`src/rtl/t5_hart_sched.sv`:
```
// Barrel-hart scheduler for the 4-hart t5 core: Johnson slot counter, per-hart run state, fetch-stall timeout.
// Optional issued-slot counter output perf_o when T5_HART_SCHED_PERF_EN is defined.
module t5_hart_sched #(
    parameter int TOW = 8
) (
    input  logic        clk,
    input  logic        rst,
    input  logic [3:0]  run_i,
    input  logic [3:0]  irq_i,
    input  logic        wfi_i,
    input  logic [1:0]  wfi_id_i,
    input  logic        iack_i,
    output logic        ena_o,
    output logic [1:0]  hart_o,
    output logic [1:0]  hidx_o,
    output logic        valid_o,
    output logic [7:0]  hstat_o,
    output logic        tout_o
`ifdef T5_HART_SCHED_PERF_EN
    ,
    output logic [31:0] perf_o
`endif
);

    typedef enum logic [1:0] {
        ST_OFF   = 2'b00,
        ST_RUN   = 2'b01,
        ST_SLEEP = 2'b10,
        ST_ILL   = 2'b11
    } hst_e;

    hst_e [3:0]     st_q, st_d;
    logic [1:0]     hart_q, hart_d;
    logic [TOW-1:0] stall_q, stall_d;
`ifdef T5_HART_SCHED_PERF_EN
    logic [31:0]    perf_q, perf_d;
`endif

    assign ena_o   = iack_i & ~rst;
    assign hart_d  = ena_o ? {hart_q[0], ~hart_q[1]} : hart_q;
    // Johnson 00,01,11,10 -> binary 0,1,2,3
    assign hidx_o  = {hart_q[1], hart_q[1] ^ hart_q[0]};
    assign hart_o  = hart_q;
    assign valid_o = (st_q[hidx_o] == ST_RUN);
    assign hstat_o = st_q;
    assign tout_o  = &stall_q;
    assign stall_d = iack_i ? '0 : ((&stall_q) ? stall_q : stall_q + 1'b1);
`ifdef T5_HART_SCHED_PERF_EN
    assign perf_d  = (ena_o && valid_o) ? perf_q + 32'd1 : perf_q;
    assign perf_o  = perf_q;
`endif

    // irq beats a same-cycle wfi; a wfi aimed at a non-RUN hart falls through to hold
    always_comb begin
        st_d = st_q;
        for (int n = 0; n < 4; n++) begin
            if (!run_i[n] || st_q[n] == ST_ILL) begin
                st_d[n] = ST_OFF;
            end else begin
                case (st_q[n])
                    ST_OFF:   st_d[n] = ST_RUN;
                    ST_RUN:   if (wfi_i && wfi_id_i == 2'(n) && !irq_i[n]) st_d[n] = ST_SLEEP;
                    ST_SLEEP: if (irq_i[n]) st_d[n] = ST_RUN;
                    default:  st_d[n] = ST_OFF;
                endcase
            end
        end
    end

    always_ff @(posedge clk) begin
        if (rst) begin
            st_q    <= {4{ST_OFF}};
            hart_q  <= 2'b00;
            stall_q <= '0;
`ifdef T5_HART_SCHED_PERF_EN
            perf_q  <= 32'd0;
`endif
        end else begin
            st_q    <= st_d;
            hart_q  <= hart_d;
            stall_q <= stall_d;
`ifdef T5_HART_SCHED_PERF_EN
            perf_q  <= perf_d;
`endif
        end
    end

endmodule

```
`config.mk`:
```
export PLATFORM = sky130hd
export DESIGN_NAME = t5_hart_sched
export DESIGN_NICKNAME = d
export VERILOG_FILES = /design/src/rtl/t5_hart_sched.sv
export SDC_FILE = /design/constraint.sdc
export NUM_CORES = 1
export LEC_CHECK = 0
export ABC_AREA = 1
export ABC_CLOCK_PERIOD_IN_PS = 1250
export BUFFER_PORTS_ARGS = -buffer_cell sky130_fd_sc_hd__buf_2
export CORE_UTILIZATION = 44
export CTS_BUF_LIST = sky130_fd_sc_hd__clkbuf_16
export DETAILED_ROUTE_END_ITERATION = 12
export GPL_TIMING_DRIVEN = 0
export PLACE_DENSITY_LB_ADDON = 0.08
export SLEW_MARGIN = 20
export SYNTH_ARGS = -nofsm -noshare
export SYNTH_HDL_FRONTEND = slang
export SYNTH_SLANG_ARGS = --single-unit
```
`constraint.sdc`:
```
create_clock -name clk -period 1.25 [get_ports clk]
set_input_delay 0.375 -clock clk [delete_from_list [all_inputs] [get_ports clk]]
set_output_delay 0.375 -clock clk [all_outputs]
set_load 0.005 [all_outputs]
```
# Word level (Yosys, flattened, before mapping)
# Index checks and enable logic that the tools add are counted.
# word_totals
ff_bits,18
in_bits,14
out_inout_bits,15
wordCells,85
# op_classes
addsub,1
n_lt_le_gt_ge,1
n_eq_ne,24
n_mux,14
bitwise,4
reduce_logical,35
# ops
operator,n
$pmux 2 s3,4
$eq 2x2->1 const B,10
$mux 2,9
$ne 2x2->1 const B,8
$eq 2x1->1 const B,6
$logic_not 2->1,5
$reduce_or 2->1,5
$add 8x1->8 const B,1
$logic_and 1x1->1,8
$logic_not 1->1,8
$reduce_and 2->1,4
$reduce_and 8->1,1
$bmux 2 s2,1
$logic_or 1x1->1,4
$lt 2x3->1 const B,1
$not 1->1,2
$and 1x1->1,1
$xor 1x1->1,1

# Longest topological paths before layout
# Gate-level depths: netlist (run 1).
# depth
word_depth,5
depth_mapped,7
ltp_nobuf,7

# Worst setup path after synthesis (run 1)
# OpenSTA, ideal clock, no wires.
# synth_timing
path_kind,register to output
startpoint,reg stall_q[0]
endpoint,out tout_o
arrival_time_ps,870
required_ps,875
path_slack_ps,5
path_stages_with_launch,6
cell_sequence,dfxtp_1 -> ha_1 -> nand2_2 -> nor2_4 -> nand2_4 -> clkinv_2
# synth_via
elab_chain_len,1
# synth_lines
element,line_no,source
start: declaration,34,"logic [TOW-1:0] stall_q, stall_d;"
start signal: assignment,81,stall_q <= stall_d;
$reduce_and 8->1,46,assign tout_o = &stall_q;
end: declaration,18,output logic tout_o
# Every way passes these cells.

# Final worst setup path (run 1)
# Same ends and word-level chain as after synthesis.

==> results.md, run 1 <==
* Status: complete, but fails checks
* Failing checks: negative setup slack
* Die area at 2230 sq um
* # H-tree levels at 1
* Vias per inst at about 5.0
* CTS Buf Count at 3
* Final hold vios at 0
* Startpoint types: flop
* Arrival @ worst endpoint at ~1200 ps
* Flops & latches, synth at 18
* Leakage at about 0.71 nW
* Top Ports at 29
* ANT nets after route at 0
* Post-Syn Area per Cell at roughly 6.6 sq um
* Mapped Area at 900 sq um
* DR pass1 iterations at 5
* CP max FO at 2
* Post-route setup slack at -275 ps
* Tightest Pin Transition at roughly 280 ps
* Cell Rows at 15
* Initial antenna violation count at 0
* Vias in the first global route at around 860
* CTS tree: done
* Clock transition at the registers of the reported paths at approximately 50 ps
* Post-synth cell types at 19
* Fmax at 0.656 GHz
* Gpl congestion at approximately 0.80
* Nets at 201
* CTS sink count at 18
* Yosys top cell by area: dfxtp_1
* Yosys top cell area share at around 40%
* Area of the core at 1820 sq um
* CP endpoint kind: output port
* Largest net degree at the start of global routing at 10
* Largest cells by area after synthesis: dfxtp_1, nand2_1, inv_1
* Worst min path class: in2reg
* Final core utilization at 78.0%
* Max-Cap Viols at 0
* Total chip power at 0.00147 W
* Unrepaired setup endpoints after global routing: yes
* Final setup viols at 5
* Gr usage total at 25.1%
* GRT Residual Overflow at 0
* Clk buf depth at 2
* Dpl ws at -179 ps
* Port Buf Inserts at 28
* Final WL at 2670 um
* Synth Warn # at 0
* Relative slew margins at 81.4%
* Latest clock arrival within the worst-skew pair at between 200 and 300 ps
* CP Data Required Time at around 880 ps
* # DRC at 0
* Die width at 47.2 um
* Pwr Density at 1030 nW/um^2
* Worst vdd ir at 0.949 mV
* Slew Limit Fails at 0
* Final setup skew at 2.82 ps
* Share of layout cells above drive strength 1 at approximately 46%
* Area delta synth->final at 57.9%
* Syn Nets at ~150
* DR iter-0 viols at 23
* Antenna Cells at 0
* Via count at 1,053
* Synth Instances at 136
* Final period utilization at 122%
* Die Height at 47.2 um
* Initial Util at 49.4%
* Setup CP Type: reg2out
* DR WL/cell at 12.8 um
* CTS root buf: clkbuf_16
* First-pass GRT wire length at about 3800 um
* Min Tclk post-route at roughly 1500 ps
* Final HPWL DP at 1490 um
* Sequential element share of the synthesized area at 40.1%
metal layers:
| layer | global-route usage, % | part of all wire, % | vias up | routed length, um |
|---|---|---|---|---|
| met5 | 0 | 0 | - | 0 |
| met4 | 8.57 | 0.37 | 0 | 10 |
| met3 | 3.46 | 3.7 | 2 | 100 |
| met2 | 41.9 | 51 | 40 | 1370 |
| met1 | 33.2 | 45 | 486 | 1190 |
| li1 | - | - | 525 | - |
logic make-up after synthesis:
logic type | Yosys count | share of synthesized area [%]
compound gates | 19 | 11.8
fa+ha+maj | 1 | 1.39
buf+inv | 24 | 10.6
flops | 18 | 40.1
simple gates | 74 | 36.2
critical path, cell delays in order (launching register included):
cell and delay (ps):
dfxtp_4 360, ha_4 150, nand2_4 60, nor2_4 120
nand2_4 80, clkinv_4 50, buf_6 80
final timing paths:
| check | slack (ps) | end | depth (start not counted) | start |
|---|---|---|---|---|
| max | -270 | tout_o | 6 | stall_q[0] |
| min | 390 | hstat_o[1] | 3 | run_i[0] |
| max reg2reg | 10 | stall_q[5] | 7 | stall_q[0] |
| min reg2reg | 510 | stall_q[6] | 2 | stall_q[6] |
cells in the final DEF, fill, tap and decap left out:
master	count
a21boi_0	2
a21oi_1	7
a21oi_2	2
a31oi_1	1
buf_2	24
buf_4	16
buf_6	6
clkbuf_16	3
clkinv_4	1
dfxtp_1	9
dfxtp_2	5
dfxtp_4	4
ha_4	1
inv_1	15
inv_2	4
inv_4	3
nand2_1	30
nand2_2	3
nand2_4	4
nand3_1	6
nand4_1	4
nor2_1	19
nor2_2	2
nor2_4	4
nor3_1	2
o21ai_0	1
o21ai_1	1
o21ai_2	1
o22ai_1	2
o22ai_2	2
power by group:
| group | switching [W] | internal [W] | leakage, nW | total [W] |
|---|---|---|---|---|
| registers | 0.0000203 | 0.000588 | 0.151 | 0.000609 |
| clock network | 0.000221 | 0.000421 | 0.0370 | 0.000642 |
| logic | 0.000103 | 0.000112 | 0.524 | 0.000216 |
state kept, by name, summed over array words and instances, names as in the netlist:
name	flops
hstat_o	8
stall_q	8
hart_o	2
final cells by class:
type | count | area [sq um]
inverters | 23 | 98.8
repair buffers | 46 | 308
multi-input cells | 94 | 526
flip-flops and latches | 18 | 382
fillers | 124 | 400
clock buffers | 3 | 75.1
well taps | 25 | 31.3
cell usage after synthesis (all sizes together):
| cell type | instances |
|---|---|
| nor3 | 2 |
| o21ai | 3 |
| a21boi | 2 |
| clkinv | 1 |
| nor2 | 25 |
| nand4 | 4 |
| buf | 1 |
| nand2 | 37 |
| a21oi | 9 |
| ha | 1 |
| dfxtp | 18 |
| o22ai | 4 |
| a31oi | 1 |
| inv | 22 |
| nand3 | 6 |
repair_timing:
action,CTS,global route
pin swaps,7,9
hold endpoints to repair,0,0
gates resized for setup,27,25
buffers inserted,10,8
setup endpoints to repair,5,9
hold buffers,0,0
gates cloned,0,0
through the flow:
| step | area, sq um | setup TNS [ps] | hold slack, ps | std cells |
|---|---|---|---|---|
| after CTS | 1280 | -431 | 392 | 201 |
| final | 1420 | -726 | 392 | 209 |
| after global routing | 1420 | -1000 | 398 | 209 |
| after floorplan | 900 | 0 | 459 | 136 |
| after global placement | 1070 | -258 | 488 | 189 |
| after detailed placement | 1070 | -286 | 494 | 189 |
Power figures use the tool's default switching activity.
==> run 2: changes to the inputs <==
Settings changed: ABC_CLOCK_PERIOD_IN_PS 1250 to 1800.
Clock period 1.25 ns to 1.8 ns, I/O delays scaled along.
==> results.md, run 2 (synthesis gave the netlist of run 1 again) <==
* Status: complete, no violations
* Initial Util at 49.4%
* Top Ports at 29
* Setup CP Type: reg2out
* Initial antenna violation count at 0
* Port Buf Inserts at 28
* # DRC at 0
* Total chip power at ~0.00096 W
* Leakage at 0.614 nW
* GRT Residual Overflow at 0
* Filler instances at 163
* Vias in the first global route at 755
* Latest clock arrival within the worst-skew pair at between 200 and 300 ps
* Relative slew margins at between 80% and 90%
* CTS tree: done
* Worst min path class: reg2reg
* Pwr Density at about 800 nW/um^2
* Startpoint types: flop
* Gpl congestion at 0.796
* Antenna Cells at 0
* Setup TNS at 0 ps
* CP Data Required Time at 1260 ps
* Die width at 47.2 um
* CTS sink count at 18
* CP max FO at 4
* Final hold vios at 0
* Nets at 187
* Final WL at ~2100 um
* Final HPWL DP at 1490 um
* Unrepaired setup endpoints after global routing: no
* Max-Cap Viols at 0
* CTS root buf: clkbuf_16
* Tightest Pin Transition at 270 ps
* Worst vdd ir at 0.609 mV
* Via count at 942
* # H-tree levels at 1
* Slew Limit Fails at 0
* Cell Rows at 15
* Final period utilization at 96.0%
* Area of the core at 1820 sq um
* DR pass1 iterations at 4
* Largest net degree at the start of global routing at 10
* Min Tclk post-route at 1730 ps
* Final setup skew at 0.985 ps
* First-pass GRT wire length at 3260 um
* Commonest non-fill, non-tap cell in the layout: nand2_1
* Vias per inst at between 4 and 5
* DR iter-0 viols at 18
* Final setup viols at 0
* Die area at 2230 sq um
* ANT nets after route at 0
* Area delta synth->final at 31.6%
* Die Height at 47.2 um
* Clock transition at the registers of the reported paths at 50 ps
* CTS Buf Count at 3
* Arrival @ worst endpoint at 1190 ps
* Fmax at 0.578 GHz
* Commonest cells after routing, fill and taps aside: nand2_1, buf_2, inv_1, nor2_1, dfxtp_1
* Gr usage total at 21.0%
* Clk buf depth at 2
* CP endpoint kind: output port
* Share of layout cells above drive strength 1 at 25.9%
* DR WL/cell at 10.9 um
run 2: layout make-up:
class,count,area (sq um),share of cell area (%)
Sequential cell,18,363,30.7
Tap cell,25,31.3,2.64
Inverter,23,87.6,7.40
Multi-Input combinational cell,94,457,38.6
Clock buffer,3,75.1,6.34
Buffer,1,7.51,0.634
Timing Repair Buffer,31,163,13.7
run 2: report_power, final:
group / switching (W) / internal, W / leakage [nW]
Sequential: 0.0000105 / 0.000410 / 0.148
Clock: 0.000148 / 0.000292 / 0.0370
Combinational: 0.0000525 / 0.0000435 / 0.429
Total: 0.000211 / 0.000746 / 0.614
run 2: routing by layer:
metal / share of wire [%] / track usage [%] / wire length [um] / up-vias
li1: - / - / - / 498
met5: 0 / 0 / 0 / -
met1: 47 / 29.3 / 995 / 409
met4: 0.57 / 8.57 / 12 / 0
met2: 46 / 32.2 / 984 / 33
met3: 5.9 / 3.46 / 125 / 2
run 2: worst paths after layout:
kind / from / to / slack, ps / cells after the start
setup / recovery: stall_q[0] / tout_o / 70 / 6
hold / removal: stall_q[6] / stall_q[6] / 510 / 2
setup reg to reg: stall_q[0] / stall_q[0] / 530 / 7
hold reg to reg: stall_q[6] / stall_q[6] / 510 / 2
run 2: critical path, stage by stage (launching register included):
cell	delay [ps]
dfxtp_2	370
ha_4	140
nand2_2	80
nor2_4	120
nand2_4	60
clkinv_2	60
buf_2	100
run 2: per-stage QoR:
stage          util (%)  instances  hold slack, ps  area, sq um  worst slack [ps]
2_1_floorplan         -        136             459          900               390
3_3_place_gp       58.8        189             488         1070               132
3_5_place_dp       58.8        189             494         1070               114
4_1_cts            64.1        194             507         1170              24.4
5_1_grt            65.0        195             542         1180              1.56
6_report           65.0        195             510         1180              71.3
run 2: what timing repair did:
item	CTS	global route
pin swaps	2	1
gates resized for setup	3	1
hold buffers	0	0
setup buffers	2	1
setup endpoints to repair	1	1
